[src/rtl/ddr3_slot_bridge_if.sv]
// Slot DDR3 byte port and DDRAM Avalon-MM port bundled for the slot bridge.
// The bridge uses the slave view; slot logic and memory model use the master view.
interface ddr3_slot_bridge_if;
   logic        ddr3_request;
   logic [27:0] ddr3_addr;
   logic        ddr3_rd;
   logic        ddr3_wr;
   logic [7:0]  ddr3_din;
   logic [7:0]  ddr3_dout;
   logic        ddr3_ready;

   logic        ddram_busy;
   logic [7:0]  ddram_burstcnt;
   logic [28:0] ddram_addr;
   logic        ddram_rd;
   logic        ddram_we;
   logic [63:0] ddram_din;
   logic [7:0]  ddram_be;
   logic [63:0] ddram_dout;
   logic        ddram_dout_ready;

   modport slave (
      input  ddr3_request, ddr3_addr, ddr3_rd, ddr3_wr, ddr3_din,
      output ddr3_dout, ddr3_ready,
      input  ddram_busy, ddram_dout, ddram_dout_ready,
      output ddram_burstcnt, ddram_addr, ddram_rd, ddram_we, ddram_din, ddram_be
   );

   modport master (
      output ddr3_request, ddr3_addr, ddr3_rd, ddr3_wr, ddr3_din,
      input  ddr3_dout, ddr3_ready,
      output ddram_busy, ddram_dout, ddram_dout_ready,
      input  ddram_burstcnt, ddram_addr, ddram_rd, ddram_we, ddram_din, ddram_be
   );
endinterface

[src/rtl/ddr3_slot_bridge.sv]
// Byte-wide slot DDR3 port to single-beat 64-bit DDRAM bridge with a one-line
// write-through read cache so sequential byte reads cost one DDRAM access per word.
module ddr3_slot_bridge #(
   parameter logic [28:0] BASE_ADDR = 29'h0600_0000
) (
   input  logic                 clk,
   input  logic                 reset_n,
   ddr3_slot_bridge_if.slave    bus
);

   typedef enum logic [1:0] {
      S_IDLE    = 2'd0,
      S_RD_CMD  = 2'd1,
      S_RD_WAIT = 2'd2,
      S_WR_CMD  = 2'd3
   } state_t;

   state_t      r_state;
   logic        r_ready;
   logic [7:0]  r_dout;
   logic        r_ddram_rd;
   logic        r_ddram_we;
   logic [7:0]  r_ddram_be;
   logic [63:0] r_ddram_din;
   logic [28:0] r_ddram_addr;
   logic [24:0] r_line_tag;
   logic [63:0] r_line_data;
   logic        r_line_valid;
   logic [24:0] r_pend_tag;
   logic [2:0]  r_pend_lane;

   state_t      w_nxt_state;
   logic        w_nxt_ready;
   logic [7:0]  w_nxt_dout;
   logic        w_nxt_ddram_rd;
   logic        w_nxt_ddram_we;
   logic [7:0]  w_nxt_ddram_be;
   logic [63:0] w_nxt_ddram_din;
   logic [28:0] w_nxt_ddram_addr;
   logic [24:0] w_nxt_line_tag;
   logic [63:0] w_nxt_line_data;
   logic        w_nxt_line_valid;
   logic [24:0] w_nxt_pend_tag;
   logic [2:0]  w_nxt_pend_lane;

   logic [24:0] w_tag;
   logic [2:0]  w_lane;
   logic [28:0] w_word_addr;
   logic        w_hit;

   assign w_tag       = bus.ddr3_addr[27:3];
   assign w_lane      = bus.ddr3_addr[2:0];
   // 29-bit sum: carries out of bit 28 are dropped on purpose
   assign w_word_addr = BASE_ADDR + {4'd0, w_tag};
   assign w_hit       = r_line_valid && (r_line_tag == w_tag);

   // Next-state and next-output logic for the bridge FSM and cache line
   always_comb begin
      w_nxt_state      = r_state;
      w_nxt_ready      = r_ready;
      w_nxt_dout       = r_dout;
      w_nxt_ddram_rd   = r_ddram_rd;
      w_nxt_ddram_we   = r_ddram_we;
      w_nxt_ddram_be   = r_ddram_be;
      w_nxt_ddram_din  = r_ddram_din;
      w_nxt_ddram_addr = r_ddram_addr;
      w_nxt_line_tag   = r_line_tag;
      w_nxt_line_data  = r_line_data;
      w_nxt_line_valid = r_line_valid;
      w_nxt_pend_tag   = r_pend_tag;
      w_nxt_pend_lane  = r_pend_lane;

      case (r_state)
         S_IDLE: begin
            // Write has priority over a simultaneous read strobe
            if (bus.ddr3_request && bus.ddr3_wr) begin
               w_nxt_state      = S_WR_CMD;
               w_nxt_ready      = 1'b0;
               w_nxt_ddram_we   = 1'b1;
               w_nxt_ddram_be   = 8'b0000_0001 << w_lane;
               w_nxt_ddram_din  = {8{bus.ddr3_din}};
               w_nxt_ddram_addr = w_word_addr;
               if (w_hit) begin
                  w_nxt_line_data[{w_lane, 3'b000} +: 8] = bus.ddr3_din;
               end else begin
                  w_nxt_line_data = r_line_data;
               end
            end else if (bus.ddr3_request && bus.ddr3_rd) begin
               if (w_hit) begin
                  w_nxt_dout = r_line_data[{w_lane, 3'b000} +: 8];
               end else begin
                  w_nxt_state      = S_RD_CMD;
                  w_nxt_ready      = 1'b0;
                  w_nxt_ddram_rd   = 1'b1;
                  w_nxt_ddram_addr = w_word_addr;
                  w_nxt_pend_tag   = w_tag;
                  w_nxt_pend_lane  = w_lane;
               end
            end else begin
               w_nxt_state = S_IDLE;
            end
         end
         S_RD_CMD: begin
            if (!bus.ddram_busy) begin
               w_nxt_ddram_rd = 1'b0;
               w_nxt_state    = S_RD_WAIT;
            end else begin
               w_nxt_state    = S_RD_CMD;
            end
         end
         S_RD_WAIT: begin
            if (bus.ddram_dout_ready) begin
               w_nxt_line_data  = bus.ddram_dout;
               w_nxt_line_tag   = r_pend_tag;
               w_nxt_line_valid = 1'b1;
               w_nxt_dout       = bus.ddram_dout[{r_pend_lane, 3'b000} +: 8];
               w_nxt_ready      = 1'b1;
               w_nxt_state      = S_IDLE;
            end else begin
               w_nxt_state      = S_RD_WAIT;
            end
         end
         S_WR_CMD: begin
            if (!bus.ddram_busy) begin
               w_nxt_ddram_we = 1'b0;
               w_nxt_ready    = 1'b1;
               w_nxt_state    = S_IDLE;
            end else begin
               w_nxt_state    = S_WR_CMD;
            end
         end
         default: begin
            w_nxt_state    = S_IDLE;
            w_nxt_ready    = 1'b1;
            w_nxt_ddram_rd = 1'b0;
            w_nxt_ddram_we = 1'b0;
         end
      endcase

      // Losing the port invalidates the line even if a fill lands this cycle
      if (!bus.ddr3_request) begin
         w_nxt_line_valid = 1'b0;
      end else begin
         w_nxt_line_valid = w_nxt_line_valid;
      end
   end

   // State register
   always_ff @(posedge clk or negedge reset_n) begin
      if (!reset_n) begin
         r_state <= S_IDLE;
      end else begin
         r_state <= w_nxt_state;
      end
   end

   // Datapath, command and cache registers
   always_ff @(posedge clk or negedge reset_n) begin
      if (!reset_n) begin
         r_ready      <= 1'b1;
         r_dout       <= 8'hFF;
         r_ddram_rd   <= 1'b0;
         r_ddram_we   <= 1'b0;
         r_ddram_be   <= 8'h00;
         r_ddram_din  <= 64'd0;
         r_ddram_addr <= BASE_ADDR;
         r_line_tag   <= 25'd0;
         r_line_data  <= 64'd0;
         r_line_valid <= 1'b0;
         r_pend_tag   <= 25'd0;
         r_pend_lane  <= 3'd0;
      end else begin
         r_ready      <= w_nxt_ready;
         r_dout       <= w_nxt_dout;
         r_ddram_rd   <= w_nxt_ddram_rd;
         r_ddram_we   <= w_nxt_ddram_we;
         r_ddram_be   <= w_nxt_ddram_be;
         r_ddram_din  <= w_nxt_ddram_din;
         r_ddram_addr <= w_nxt_ddram_addr;
         r_line_tag   <= w_nxt_line_tag;
         r_line_data  <= w_nxt_line_data;
         r_line_valid <= w_nxt_line_valid;
         r_pend_tag   <= w_nxt_pend_tag;
         r_pend_lane  <= w_nxt_pend_lane;
      end
   end

   assign bus.ddr3_ready     = r_ready;
   assign bus.ddr3_dout      = r_dout;
   assign bus.ddram_burstcnt = 8'd1;
   assign bus.ddram_addr     = r_ddram_addr;
   assign bus.ddram_rd       = r_ddram_rd;
   assign bus.ddram_we       = r_ddram_we;
   assign bus.ddram_din      = r_ddram_din;
   assign bus.ddram_be       = r_ddram_be;

endmodule

[src/flat_wrapper.sv]
// flat-port wrapper written by rule: the top's interface ports become plain ports
module ddr3_slot_bridge_flat 
#(
   parameter logic [28:0] BASE_ADDR = 29'h0600_0000
)
  (clk, reset_n, bus_ddr3_request, bus_ddr3_addr, bus_ddr3_rd, bus_ddr3_wr, bus_ddr3_din, bus_ddr3_dout, bus_ddr3_ready, bus_ddram_busy, bus_ddram_dout, bus_ddram_dout_ready, bus_ddram_burstcnt, bus_ddram_addr, bus_ddram_rd, bus_ddram_we, bus_ddram_din, bus_ddram_be);
  ddr3_slot_bridge_if bus_i ();
  input  logic clk;
  input  logic reset_n;
  input wire logic [$bits(bus_i.ddr3_request)-1:0] bus_ddr3_request;
  input wire logic [$bits(bus_i.ddr3_addr)-1:0] bus_ddr3_addr;
  input wire logic [$bits(bus_i.ddr3_rd)-1:0] bus_ddr3_rd;
  input wire logic [$bits(bus_i.ddr3_wr)-1:0] bus_ddr3_wr;
  input wire logic [$bits(bus_i.ddr3_din)-1:0] bus_ddr3_din;
  output wire logic [$bits(bus_i.ddr3_dout)-1:0] bus_ddr3_dout;
  output wire logic [$bits(bus_i.ddr3_ready)-1:0] bus_ddr3_ready;
  input wire logic [$bits(bus_i.ddram_busy)-1:0] bus_ddram_busy;
  input wire logic [$bits(bus_i.ddram_dout)-1:0] bus_ddram_dout;
  input wire logic [$bits(bus_i.ddram_dout_ready)-1:0] bus_ddram_dout_ready;
  output wire logic [$bits(bus_i.ddram_burstcnt)-1:0] bus_ddram_burstcnt;
  output wire logic [$bits(bus_i.ddram_addr)-1:0] bus_ddram_addr;
  output wire logic [$bits(bus_i.ddram_rd)-1:0] bus_ddram_rd;
  output wire logic [$bits(bus_i.ddram_we)-1:0] bus_ddram_we;
  output wire logic [$bits(bus_i.ddram_din)-1:0] bus_ddram_din;
  output wire logic [$bits(bus_i.ddram_be)-1:0] bus_ddram_be;
  assign bus_i.ddr3_request = bus_ddr3_request;
  assign bus_i.ddr3_addr = bus_ddr3_addr;
  assign bus_i.ddr3_rd = bus_ddr3_rd;
  assign bus_i.ddr3_wr = bus_ddr3_wr;
  assign bus_i.ddr3_din = bus_ddr3_din;
  assign bus_ddr3_dout = bus_i.ddr3_dout;
  assign bus_ddr3_ready = bus_i.ddr3_ready;
  assign bus_i.ddram_busy = bus_ddram_busy;
  assign bus_i.ddram_dout = bus_ddram_dout;
  assign bus_i.ddram_dout_ready = bus_ddram_dout_ready;
  assign bus_ddram_burstcnt = bus_i.ddram_burstcnt;
  assign bus_ddram_addr = bus_i.ddram_addr;
  assign bus_ddram_rd = bus_i.ddram_rd;
  assign bus_ddram_we = bus_i.ddram_we;
  assign bus_ddram_din = bus_i.ddram_din;
  assign bus_ddram_be = bus_i.ddram_be;
  ddr3_slot_bridge #(.BASE_ADDR(BASE_ADDR)) u_core (.clk(clk), .reset_n(reset_n), .bus(bus_i));
endmodule
[config.mk]
export PLATFORM = sky130hd
export DESIGN_NAME = ddr3_slot_bridge_flat
export DESIGN_NICKNAME = d
export VERILOG_FILES = /design/src/rtl/ddr3_slot_bridge_if.sv /design/src/rtl/ddr3_slot_bridge.sv /design/src/flat_wrapper.sv
export SDC_FILE = /design/constraint.sdc
export NUM_CORES = 1
export LEC_CHECK = 0
export BUFFER_PORTS_ARGS = -buffer_cell sky130_fd_sc_hd__buf_2
export CORE_MARGIN = 4
export CORE_UTILIZATION = 45
export CTS_CLUSTER_SIZE = 28
export DETAILED_ROUTE_END_ITERATION = 16
export PLACE_DENSITY = 0.69
export SLEW_MARGIN = 20
export SYNTH_ARGS = -nofsm -noshare
export SYNTH_HDL_FRONTEND = slang
export SYNTH_SLANG_ARGS = --single-unit
export TNS_END_PERCENT = 50
[constraint.sdc]
create_clock -name clk -period 2.75 [get_ports clk]
set_input_delay 0.1375 -clock clk [delete_from_list [all_inputs] [get_ports clk]]
set_output_delay 0.1375 -clock clk [all_outputs]
set_load 0.01 [all_outputs]
Word-level counts from Yosys, hierarchy flattened
Index checks and enable logic that the tools add are counted.
{"block": "totals", "ff_bits": 232, "latchBits": 0, "mem_bits_rw": 0, "romBits": 0, "inputBits": 107, "output_inout_bits": 120, "word_cells": 94, "memories": 0}
{"block": "op_classes", "n_addsub": 2, "multipliers": 0, "div": 0, "magnitude_cmp": 0, "eq_ne": 18, "shifts": 5, "n_mux": 35, "bitwise_logic": 2, "reduce_logical": 19}
{"cell": "$mux W64", "n": 3}
{"cell": "$pmux W64 S2", "n": 1}
{"cell": "$shiftx A64 B7 Y8", "n": 2}
{"cell": "$mux W29", "n": 3}
{"cell": "$bwmux W64", "n": 1}
{"cell": "$shift A8 B8 Y64 const A", "n": 1}
{"cell": "$shiftx A8 B8 Y64", "n": 1}
{"cell": "$mux W8", "n": 4}
{"cell": "$add A27 B25 Y28 const A", "n": 1}
{"cell": "$eq A25 B25 Y1", "n": 1}
{"cell": "$pmux W8 S2", "n": 1}
{"cell": "$reduce_and A5 Y1", "n": 3}
{"cell": "$mux W1", "n": 12}
{"cell": "$mux W2", "n": 6}
{"cell": "$ne A2 B2 Y1 const B", "n": 6}
{"cell": "$ne A2 B1 Y1 const B", "n": 5}
{"cell": "$neg A6 Y8", "n": 1}
{"cell": "$pmux W2 S4", "n": 1}
{"cell": "$reduce_and A4 Y1", "n": 2}
{"cell": "$reduce_bool A2 Y1", "n": 4}
{"cell": "$shl A1 B3 Y8 const A", "n": 1}
{"cell": "$reduce_and A2 Y1", "n": 3}
{"cell": "$reduce_and A3 Y1", "n": 2}
{"cell": "$eq A2 B2 Y1 const B", "n": 2}
{"cell": "10 further kinds", "n": 14}

Logic depth before layout (Yosys ltp)
{"block": "depth", "ltp_word": 6, "ltp_mapped": 11, "depth_no_buf": 8}

Worst setup path after synthesis
No wires, ideal clock.
{"block": "synth_path", "kind": "in2reg", "startpoint": "input bus_ddr3_addr[1]", "endpoint": "register u_core.r_line_data[0]", "setup_ps": 141, "arrival_time_ps": 2437, "t_required_ps": 2609, "path_slack_ps": 172, "cell_stages": 11, "n_path_buf": 3, "cell_sequence": "buf_2 > buf_1 > inv_1 > ha_1 > ha_1 > clkbuf_1 > nor4b_1 > nand3_1 > nor4_1 > a21oi_2 > mux2i_1"}
{"block": "synth_via", "elab_chain_cells": 6}
{"item": "from (decl)", "line_no": "flat_wrapper.sv:11", "text": "input wire logic [$bits(bus_i.ddr3_addr)-1:0] bus_ddr3_addr;"}
{"item": "$neg A6 Y8 *", "line_no": "ddr3_slot_bridge.sv:84", "text": "w_nxt_line_data[{w_lane, 3'b000} +: 8] = bus.ddr3_din;"}
{"item": "$shiftx A8 B8 Y64 or $shift A8 B8 Y64 (tied branches)", "line_no": "ddr3_slot_bridge.sv:84"}
{"item": "$bwmux W64 *", "line_no": "ddr3_slot_bridge.sv:84"}
{"item": "$mux W64 *", "line_no": "ddr3_slot_bridge.sv:83", "text": "if (w_hit) begin"}
{"item": "$mux W64 *", "line_no": "ddr3_slot_bridge.sv:76", "text": "if (bus.ddr3_request && bus.ddr3_wr) begin"}
{"item": "$pmux W64 S2 *", "line_no": "ddr3_slot_bridge.sv:73", "text": "case (r_state)"}
{"item": "to (signal assigned)", "line_no": "ddr3_slot_bridge.sv:181", "text": "r_line_data <= w_nxt_line_data;"}
{"item": "to (decl)", "line_no": "ddr3_slot_bridge.sv:27", "text": "logic [63:0] r_line_data;"}
Every way passes the cells marked *; elsewhere a longest branch is shown, timed or not. The select of a mux whose other input is x is not followed.
A chain may end at the register's enable or synchronous reset.

Final worst setup path
{"block": "layout_path", "startpoint": "register u_core.r_line_tag[5]", "endpoint": "register u_core.r_pend_tag[24]"}
{"block": "layout_via", "elab_chain_cells": 4}
{"item": "from (decl)", "line_no": "ddr3_slot_bridge.sv:26", "text": "logic [24:0] r_line_tag;"}
{"item": "from (signal assigned)", "line_no": "ddr3_slot_bridge.sv:180", "text": "r_line_tag <= w_nxt_line_tag;"}
{"item": "$eq A25 B25 Y1", "line_no": "ddr3_slot_bridge.sv:55", "text": "assign w_hit = r_line_valid && (r_line_tag == w_tag);"}
{"item": "$logic_and A1 B1 Y1", "line_no": "ddr3_slot_bridge.sv:55"}
{"item": "$not A1 Y1 (no line)"}
{"item": "$reduce_and A4 Y1 (no line)"}
{"item": "to (signal assigned)", "line_no": "ddr3_slot_bridge.sv:183", "text": "r_pend_tag <= w_nxt_pend_tag;"}
{"item": "to (decl)", "line_no": "ddr3_slot_bridge.sv:29", "text": "logic [24:0] r_pend_tag;"}
No other way between the ends.

==> results.yml <==
setup_path:
  end_kind: "register"
  critPathLaunchType: "register"
  rr_startpoint: "u_core.r_line_tag[5]$_DFFE_PN0P_"
  crit_fanout: 18
  critPathRequiredTime_ps: 3070
  r2r_cells: 6
  rr_endpoint: "u_core.r_pend_tag[24]$_DFFE_PN0P_"
  rrSetupSlack_ps: 260
  path_class: "reg -> reg"
  worst_ep_arrival_time_ps: 2810
sta:
  slew_viol_final: 0
  layout_setup_ws_ps: 259
  max_freq_ghz: 0.402
  maxSlewHeadroom_pct: 42.9
  setup_viol: 0
  layout_min_cycle_time_ps: 2490
  rsz0062_at_grt: "no"
  fin_skew_ps: 11.3
  min_period_over_period_pct: 90.6
  worst-slew-pin-transition_ps: 854
  hold_viol_final: 0
  tns_ps: 0
global_routing:
  grt_max_degree: 73
  grt_pass1_vias: 6793
  grt_pass1_wl_mm: 38.5
  antenna_found_initial: 4
  grt.total_usage_pct: 20.8
  grt_overflow: 0
synth:
  yosysWarnings: 0
  seq_area_frac_synth_pct: 45.7
  synth_top_area_share_pct: 43.2
  yosysMostFrequentCell: "dfrtp_1"
  synth.distinct_cells: 55
  synth_top_area_cell: "dfrtp_1"
  yosys-top-cells-area: "dfrtp_1 43%, mux2_2 9.8%, mux4_2 7.6%, mux2i_1 5.9%, buf_4 5.6%"
  synth-edff-count: 0
  postSynth.asyncResetShare_pct: 100
  postSynthAreaPerCell_um2: 11.5
  ys_seq_elements: 172
  synthTopCellsByCount: "163 x dfrtp_1, 82 x mux2_2, 71 x buf_4"
  syn_inst: 819
  synth_flop_cell: "dfrtp_1"
  netlist_area_um2: 9450
route:
  ant_nets: 0
  vias_per_cell: 5.34
  drt_first_pass_iters: 5
  drt-initial-drc-count: 523
  drc: 0
  vias: 6879
  postRouteWirelength_mm: 24.4
  drt-wirelength-per-cell_um: 18.9
floorplanning:
  rows: 52
  coreArea_um2: 20400
  fp.dieW_um: 153
  dieArea_um2: 23400
  io_pins: 227
  fp.dieH_um: 153
  start_util_pct: 46.3
layout:
  multi_input_area_um2: 4220
  synthToLayoutAreaGrowth_pct: 20.0
  ff_latch_area_um2: 4320
  drive_gt1_share_pct: 42.1
  fin_area_um2: 11300
  nFillCells: 1737
  nNetsFinal: 1116
pwr:
  p_clk_share_pct: 19.9
  powerDensity_nw_per_um2: 1100
  p_sw_w: 0.00461
  p_leak_nw: 5.55
  vdd_ir_drop_max_v: 0.000523
  internal_power_w: 0.00787
  comb_power_share_pct: 43.0
  seqPwrFrac_pct: 37.1
  swShare_pct: 36.9
clocking:
  cts_tree: "yes"
  numCtsBuffers: 17
  clk_path_buf_depth: 2
  root_buffer: "clkbuf_16"
  cts-resized-gates: 0
  postCtsSetupBuffers: 0
  cts_hold_buffers: 28
  path_clk_slew_ps: 70
  clk_latency_ps: 440
  htreeDepth: 4
  clock_sinks: 172
job:
  maxCapViolCount: 0
placed_design:
  post-place-ws_ps: 256
  io_buffer_count: 214
  placed_area_um2: 10400
  gp_congestion: 0.931
  hpwl_mm: 17.8
worst_hold_path:
  holdPathStages: 2
  whs_endpoint: "u_core.bus.ddram_addr[15]$_DFFE_PN0P_"
  worstHoldPathType: "in -> reg"
  worstHoldStart: "bus_ddr3_addr[18]"
outcome:
  status: "finished, final reports clean"
==> worst max path at each step <==
stage | from | end | slack (ps) | depth (start not counted)
after floorplan | bus_ddr3_addr[1] | u_core.r_line_data[0]$_DFFE_PN0P_ | 170 | 11
after global placement | u_core.r_line_tag[5]$_DFFE_PN0P_ | u_core.r_pend_lane[2]$_DFFE_PN0P_ | 300 | 6
after detailed placement | u_core.r_line_tag[5]$_DFFE_PN0P_ | u_core.r_pend_tag[17]$_DFFE_PN0P_ | 260 | 6
after CTS | u_core.r_line_tag[5]$_DFFE_PN0P_ | u_core.r_pend_tag[24]$_DFFE_PN0P_ | 240 | 6
after global routing | u_core.r_line_tag[16]$_DFFE_PN0P_ | u_core.r_pend_lane[0]$_DFFE_PN0P_ | 160 | 6
final | u_core.r_line_tag[5]$_DFFE_PN0P_ | u_core.r_pend_tag[24]$_DFFE_PN0P_ | 260 | 6
==> worst max-delay path, cell delays in order, from the launching register on <==
cell      delay (ps)
dfrtp_1          390
xnor2_1          140
nand4_1          260
nor3_4           130
a211oi_4         660
buf_4            420
mux2_2           380
==> power by group through the flow <==
stage	logic, W	registers [W]	clock network [W]
2_1_floorplan	0.00406	0.00463	0
3_3_place_gp	0.00525	0.00461	0
3_5_place_dp	0.00534	0.00467	0
4_1_cts	0.00540	0.00463	0.00252
5_1_grt	0.00586	0.00482	0.00265
6_report	0.00537	0.00464	0.00249
==> sequential cells by signal, indices dropped and copies added (netlist names), 2 cells and up <==
name	flops
u_core.bus.ddr3_dout	8
u_core.bus.ddram_addr	25
u_core.bus.ddram_be	8
u_core.bus.ddram_din	8
u_core.r_line_data	64
u_core.r_line_tag	25
u_core.r_pend_lane	3
u_core.r_pend_tag	25
u_core.r_state	2
==> cell families after synthesis <==
logic type / share of synthesized area [%]
buf+inv: 10.4
mux: 24.8
compound gates: 8.43
fa+ha+maj: 0.794
flops: 45.7
other cells: 0.0794
xor+xnor: 2.63
simple gates: 7.29
==> layer usage <==
metal	track usage (%)	vias up	wire length, um
li1	-	3150	-
met1	28.3	3389	10500
met2	33.4	297	11500
met3	5.12	39	1830
met4	6.15	4	543
met5	0	-	21
==> through the flow <==
step / utilization [%] / hold slack (ps) / instances / power, W
after detailed placement: 51.1 / 196 / 1226 / 0.0100
after global routing: 55.5 / 4.62 / 1288 / 0.0133
after global placement: 51.1 / 184 / 1226 / 0.00986
after floorplan: - / -158 / 829 / 0.00869
after CTS: 55.5 / 1.24 / 1286 / 0.0126
final: 55.5 / 6.13 / 1288 / 0.0125
==> final cells by class <==
| class | instances | share of cell area, % |
|---|---|---|
| multi-input cells | 477 | 37.2 |
| well taps | 270 | 2.98 |
| repair buffers | 269 | 14.1 |
| clock inverters | 15 | 1.66 |
| diodes | 2 | 0.0441 |
| clock buffers | 17 | 3.75 |
| flip-flops and latches | 172 | 38.1 |
| inverters | 66 | 2.18 |
==> cell usage in the layout (no fill, tap or decap), types with 24 or more instances in the layout <==
cell | Yosys | routed
a21oi_1 | 62 | 62
buf_2 | 12 | 213
buf_4 | 71 | 24
dfrtp_1 | 163 | 163
dlygate4sd3_1 | 0 | 28
inv_1 | 66 | 66
mux2_2 | 82 | 82
mux2i_1 | 56 | 56
mux4_2 | 32 | 32
nand2_1 | 67 | 67
(Power assumes the default switching activity.)
